[src/rtl/hub_row_loader.sv]
// Byte-stream to full-width row writer for the HUB75 pixel RAMs.
// Define HUB_ROW_LOADER_DOUBLE_BUFFER_EN for gap-free ping-pong row buffering.
module hub_row_loader #(
  parameter int COLOR_BITS    = 8,
  parameter int ROW_ADDR_BITS = 6,
  parameter int COL_ADDR_BITS = 4,
  parameter int PLANES        = 6
) (
  input  logic                                       clk,
  input  logic                                       rst,
  input  logic [COLOR_BITS-1:0]                      in_data,
  input  logic                                       in_valid,
  input  logic                                       in_sof,
  output logic                                       in_ready,
  output logic [PLANES-1:0]                          ram_wen,
  output logic [COL_ADDR_BITS-1:0]                   ram_waddr,
  output logic [(2**ROW_ADDR_BITS)*COLOR_BITS-1:0]   ram_wdata,
  output logic                                       frame_done,
  output logic                                       sof_err
);

  localparam int NPIX = 2**ROW_ADDR_BITS;
  localparam int W    = NPIX * COLOR_BITS;
  localparam int PW   = (PLANES > 1) ? $clog2(PLANES) : 1;
  localparam logic [PW-1:0] PLANE_LAST = PW'(PLANES - 1);

  localparam logic [0:0] FILL   = 1'b0;
  localparam logic [0:0] COMMIT = 1'b1;

  logic [0:0]               state;
  logic [ROW_ADDR_BITS-1:0] pix_cnt;
  logic [COL_ADDR_BITS-1:0] row_cnt;
  logic [PW-1:0]            plane_cnt;
  logic [PLANES-1:0]        wen_q;
  logic [ROW_ADDR_BITS-1:0] slot;

  logic accept;
  logic last_pix;
  logic last_row;
  logic last_plane;
  logic aligned;
  logic row_end;

`ifdef HUB_ROW_LOADER_DOUBLE_BUFFER_EN
  assign in_ready = ~rst;
`else
  assign in_ready = ~rst & (state == FILL);
`endif

  assign accept     = in_valid & in_ready;
  assign last_pix   = &pix_cnt;
  assign last_row   = &row_cnt;
  assign last_plane = (plane_cnt == PLANE_LAST);
  assign aligned    = (pix_cnt == '0) & (row_cnt == '0) & (plane_cnt == '0);
  assign row_end    = accept & ~in_sof & last_pix;
  assign slot       = in_sof ? '0 : pix_cnt;
  assign ram_wen    = (state == COMMIT) ? wen_q : '0;

  always_ff @(posedge clk or posedge rst) begin
    if (rst) begin
      state      <= FILL;
      pix_cnt    <= '0;
      row_cnt    <= '0;
      plane_cnt  <= '0;
      wen_q      <= '0;
      ram_waddr  <= '0;
      frame_done <= 1'b0;
      sof_err    <= 1'b0;
    end else begin
      state      <= FILL;
      frame_done <= 1'b0;
      sof_err    <= 1'b0;
      if (accept) begin
        if (in_sof) begin
          // SOF realigns; any partial row is dropped unwritten
          sof_err   <= ~aligned;
          pix_cnt   <= ROW_ADDR_BITS'(1);
          row_cnt   <= '0;
          plane_cnt <= '0;
        end else begin
          pix_cnt <= pix_cnt + ROW_ADDR_BITS'(1);
          if (last_pix) begin
            state      <= COMMIT;
            wen_q      <= PLANES'(1) << plane_cnt;
            ram_waddr  <= row_cnt;
            frame_done <= last_row & last_plane;
            row_cnt    <= row_cnt + COL_ADDR_BITS'(1);
            if (last_row)
              plane_cnt <= last_plane ? '0 : plane_cnt + PW'(1);
          end
        end
      end
    end
  end

`ifdef HUB_ROW_LOADER_DOUBLE_BUFFER_EN
  logic         fill_sel;
  logic         commit_sel;
  logic [W-1:0] buf0;
  logic [W-1:0] buf1;

  always_ff @(posedge clk or posedge rst) begin
    if (rst) begin
      fill_sel   <= 1'b0;
      commit_sel <= 1'b0;
    end else if (row_end) begin
      fill_sel   <= ~fill_sel;
      commit_sel <= fill_sel;
    end
  end

  always_ff @(posedge clk) begin
    if (accept) begin
      if (fill_sel)
        buf1[int'(slot)*COLOR_BITS +: COLOR_BITS] <= in_data;
      else
        buf0[int'(slot)*COLOR_BITS +: COLOR_BITS] <= in_data;
    end
  end

  assign ram_wdata = commit_sel ? buf1 : buf0;
`else
  logic [W-1:0] buf0;

  // in_ready is low during COMMIT, so the buffer is stable while written out
  always_ff @(posedge clk) begin
    if (accept)
      buf0[int'(slot)*COLOR_BITS +: COLOR_BITS] <= in_data;
  end

  assign ram_wdata = buf0;
`endif

endmodule

[config.mk]
export PLATFORM = sky130hd
export DESIGN_NAME = hub_row_loader
export DESIGN_NICKNAME = d
export VERILOG_FILES = /design/src/rtl/hub_row_loader.sv
export SDC_FILE = /design/constraint.sdc
export NUM_CORES = 1
export LEC_CHECK = 0
export CAP_MARGIN = 20
export CORE_ASPECT_RATIO = 1.1
export CORE_MARGIN = 5
export CORE_UTILIZATION = 53
export DETAILED_ROUTE_END_ITERATION = 7
export GPL_ROUTABILITY_DRIVEN = 0
export PLACE_DENSITY = 0.82
export SYNTH_ARGS = -nofsm -noshare
export SYNTH_HDL_FRONTEND = slang
export SYNTH_SLANG_ARGS = --single-unit
[constraint.sdc]
create_clock -name clk -period 10.15 [get_ports clk]
set_clock_uncertainty 0.05 [all_clocks]
set_input_delay 1.5225 -clock clk [delete_from_list [all_inputs] [get_ports clk]]
set_output_delay 1.5225 -clock clk [all_outputs]
set_load 0.005 [all_outputs]
## Word-level counts from Yosys, hierarchy flattened

Index checks and enable logic that the tools add are counted.

- Reductions and logical operators: 10
- Mux-type cells: 18
- Bitwise operators: 9
- Shift-type cells: 3
- Add/sub/neg operators: 4
- Equal/unequal tests: 1

Operator list:

| kind | count |
|---|---|
| bitwise mux 512 bit | 1 |
| variable shift 8 x 33 -> 512 bit, first input constant | 1 |
| variable part select 8 x 33 -> 512 bit | 1 |
| negation 9 -> 33 bit | 1 |
| 2-to-1 mux 6 bit | 3 |
| 2-to-1 mux 3 bit | 4 |
| 2-to-1 mux 1 bit | 8 |
| 2-to-1 mux 4 bit | 2 |
| AND reduction 8 bit | 1 |
| adder 6 x 1 -> 6 bit, second input constant | 1 |
| logical NOT 6 bit | 1 |
| AND reduction 6 bit | 1 |
| left shift 1 x 3 -> 6 bit, first input constant | 1 |
| AND 1 bit | 5 |
| adder 4 x 1 -> 4 bit, second input constant | 1 |
| logical NOT 4 bit | 1 |
| inverter 1 bit | 4 |
| AND reduction 4 bit | 1 |
| nonzero test 2 bit | 2 |
| adder 3 x 1 -> 3 bit, second input constant | 1 |
| equality test 3 bit, second input constant | 1 |
| logical NOT 3 bit | 1 |
| AND reduction 3 bit | 1 |
| AND reduction 2 bit | 1 |

- Logic and storage cells: 54
- Register bits: 538

## Longest topological paths before layout

- Depth after elaboration: 6
- Depth in mapped cells: 12

## Worst setup path after synthesis

No wires, ideal clock.

- Path kind: input port to flip-flop
- From: input port in_sof
- To: register buf0[432], in the netlist ram_wdata[432], enable pin
- Stages on the path: 9
- Slack: 5558 ps
- Setup time: 395 ps
- Data arrival time: 4148 ps
- Path buffers: 3
- Cell sequence: buf_2 > nor2_2 > inv_1 > ha_1 > buf_6 > nand2b_1 > a2111o_1 > clkbuf_1 > nor4_1

RTL lines:

| what | RTL line | text |
|---|---|---|
| start, declared | 13 | `input logic in_sof,` |
| end signal, assigned by index | 128 | `buf0[int'(slot)*COLOR_BITS +: COLOR_BITS] <= in_data;` |
| end, declared | 123 | `logic [W-1:0] buf0;` |

==> impl_metrics.toml <==
[placement]
dp_hpwl_um = 46100
dp_cells = 2378
portBuffers = 536
dp_slack_ps = 3760
placed_cell_area_mm2 = 0.0269

[clock_tree]
insertion_delay_ps = 580
cts_hold_buf = 0
clockRootBuffer = "clkbuf_16"
tritoncts = "yes"
cts_setup_buffers = 0
clkSlewWorstSetupHoldPaths_ps = 60
numCtsBuffers = 51
clkSinkCount = 538
cts_resized = 0
htreeDepth = 2
clockBufferDepth = 3

[routing]
vias = 15400
routed_via_density = 6.19
drc_errors = 0
drtIter0Drc = 1652
wl_um = 70200
wl_per_cell_um = 28.2
drt_first_pass_iters = 5
final_antenna_net_count = 0

[grt]
grt_pass1_vias = 14900
grt_overflow = 0
grt.total_usage_pct = 30.3
grt_pass1_wl_um = 101000
antenna_found_initial = 2
grt_start_max_net_pins = 82

[yosys]
syn_area_mm2 = 0.0213
synth_ff_type = "edfxtp_1"
syn_nets = 1494
synth-edff-count = 512
ys_types = 60
syn_inst = 1475
yosys_warnings = 0
synth-async-reset-ratio_pct = 4.83
avgSynthCellArea_um2 = 14.5
synth_seq_cells = 538
yosysSeqAreaShare_pct = 75.1

[die]
ios = 537
row_count = 77
die-area_mm2 = 0.0444
core_area_mm2 = 0.0400
initial_core_util_pct = 53.3
die_y_um = 220
die_w_um = 201

[timing]
setup_slack_ps = 4220
final_max_slew_viol_count = 0
setup_viol = 0
relSlewSlack_pct = 22.1
worst_pin_slew_ps = 1170
period_minus_slack_ps = 5930
fmax_mhz = 169
post-route-period-util_pct = 58.4
rsz0062_at_grt = "no"
hold_violations = 0
setup_tns_ps = 0

[setup_path]
path_class = "primary input to flip-flop"
arrival_ps = 6080
cp-end-kind = "flip-flop"
cp-start-kind = "primary input"
cp_max_fo = 81
critPathRequiredTime_ps = 10300
crit_path_max_incr_delay_ps = 950
slowest_stage = "nor3_1"
path_cells = "clkdlybuf4s50_1 > nor2_2 > inv_1 > ha_1 > o22ai_2 > nand3_4 > buf_4 > nor3_1"

[finish]
final_cells = 2487
drive_above_1_share_pct = 11.4
design_area_mm2 = 0.0287
area.growth.synth_to_final_pct = 34.5
nets = 1948

[flow_run]
cap_viol_max_count = 0

[run_status]
run_status = "finished clean"

[power_and_ir_drop]
ir_drop_mv = 0.125
p_per_area_mw_per_mm2 = 171
finalPower_uw = 4910
leakage_uw = 0.00885

[worst_hold_path]
holdCritPathClass = "flip-flop to flip-flop"
worst max-delay path, delay by kind of cell:
family	cells	cell delay [ps]
compound gates	1	600
fa+ha+maj	1	450
simple gates	3	1940
buf+inv	3	1470
sequential cells by signal, summed over array words and instances (netlist names):
name / count
sof_err: 1
ram_wdata: 512
wen_q: 6
state: 1
frame_done: 1
ram_waddr: 4
plane_cnt: 3
pix_cnt: 6
row_cnt: 4
worst paths after layout:
path	from	to	slack, ps	depth (start not counted)
min reg2reg	wen_q[0]	wen_q[0]	430	1
max in group asynchronous	rst	pix_cnt[1]	8460	3
min	wen_q[0]	wen_q[0]	430	1
min in group asynchronous	rst	plane_cnt[2]	1200	2
max	in_sof	ram_wdata[214]	4220	8
max reg2reg	pix_cnt[0]	ram_wdata[214]	5490	8
placed cells by master (no fill, tap or decap), types with 17 or more instances in the layout:
cell type / count
buf_4: 32
clkbuf_16: 53
clkdlybuf4s50_1: 536
dfrtp_1: 26
edfxtp_1: 512
nand2_1: 26
nor2_1: 17
nor3_1: 492
nor3_2: 39
nor4_2: 21
metal layers:
metal  vias to the layer above  track usage [%]  routed length (um)
met5                         -                0                   0
met4                         0             15.4                4180
met3                       204             7.15                7210
met2                      1139             51.1               34900
met1                      7535             37.2               24000
li1                       6527                -                   -
stage by stage:
stage / hold slack, ps / utilization [%]
6_report: 432 / 71.7
3_3_place_gp: 412 / 67.2
4_1_cts: 431 / 71.5
5_1_grt: 458 / 71.7
2_1_floorplan: 385 / -
3_5_place_dp: 417 / 67.3
logic make-up after synthesis:
logic type | Yosys count | synth area share (%)
DFF | 538 | 75.1
buffers and inverters | 191 | 4.29
muxes | 4 | 0.205
AOI/OAI and AO/OA | 46 | 1.54
adders and majority gates | 7 | 0.411
and+or+nand+nor | 686 | 18.1
xor gates and xnor gates | 3 | 0.299
Yosys cell counts (all sizes together), types with 2 or more instances:
cell    number  share of area (%)
buf        108                2.8
clkbuf      71                1.2
nand3       17               0.80
nand2       39               0.69
nor4        38                1.3
nand3b       2              0.070
a21oi        6               0.18
o21ai       22               0.55
a21o         3               0.11
nor2        19               0.35
edfxtp     512                 72
ha           7               0.41
nor3       531                 13
nand4       10               0.49
xnor2        2               0.17
and2        16               0.47
o22ai        2               0.12
inv         12               0.21
a31oi        2              0.059
mux2         3               0.16
nand2b       3               0.12
or2          2              0.059
dfrtp       26                3.1
and3         3              0.088
or4          2              0.088
power by group:
| group | leakage [uW] | switching, uW | internal, uW |
|---|---|---|---|
| registers | 0.00514 | 16.5 | 2410 |
| clock network | 0.000817 | 815 | 1120 |
| logic | 0.00289 | 468 | 84.6 |
| total | 0.00885 | 1300 | 3610 |
cell type report:
type,count,area (um2)
antenna,2,5.00
clock inverter,23,256
clock buffer,73,1440
timing repair buffer,580,5700
fill,2513,11300
inverter,12,45.0
multi-input combinational,746,4570
tap,513,642
sequential,538,16000
Note: power is estimated with default switching activity, not from simulation.
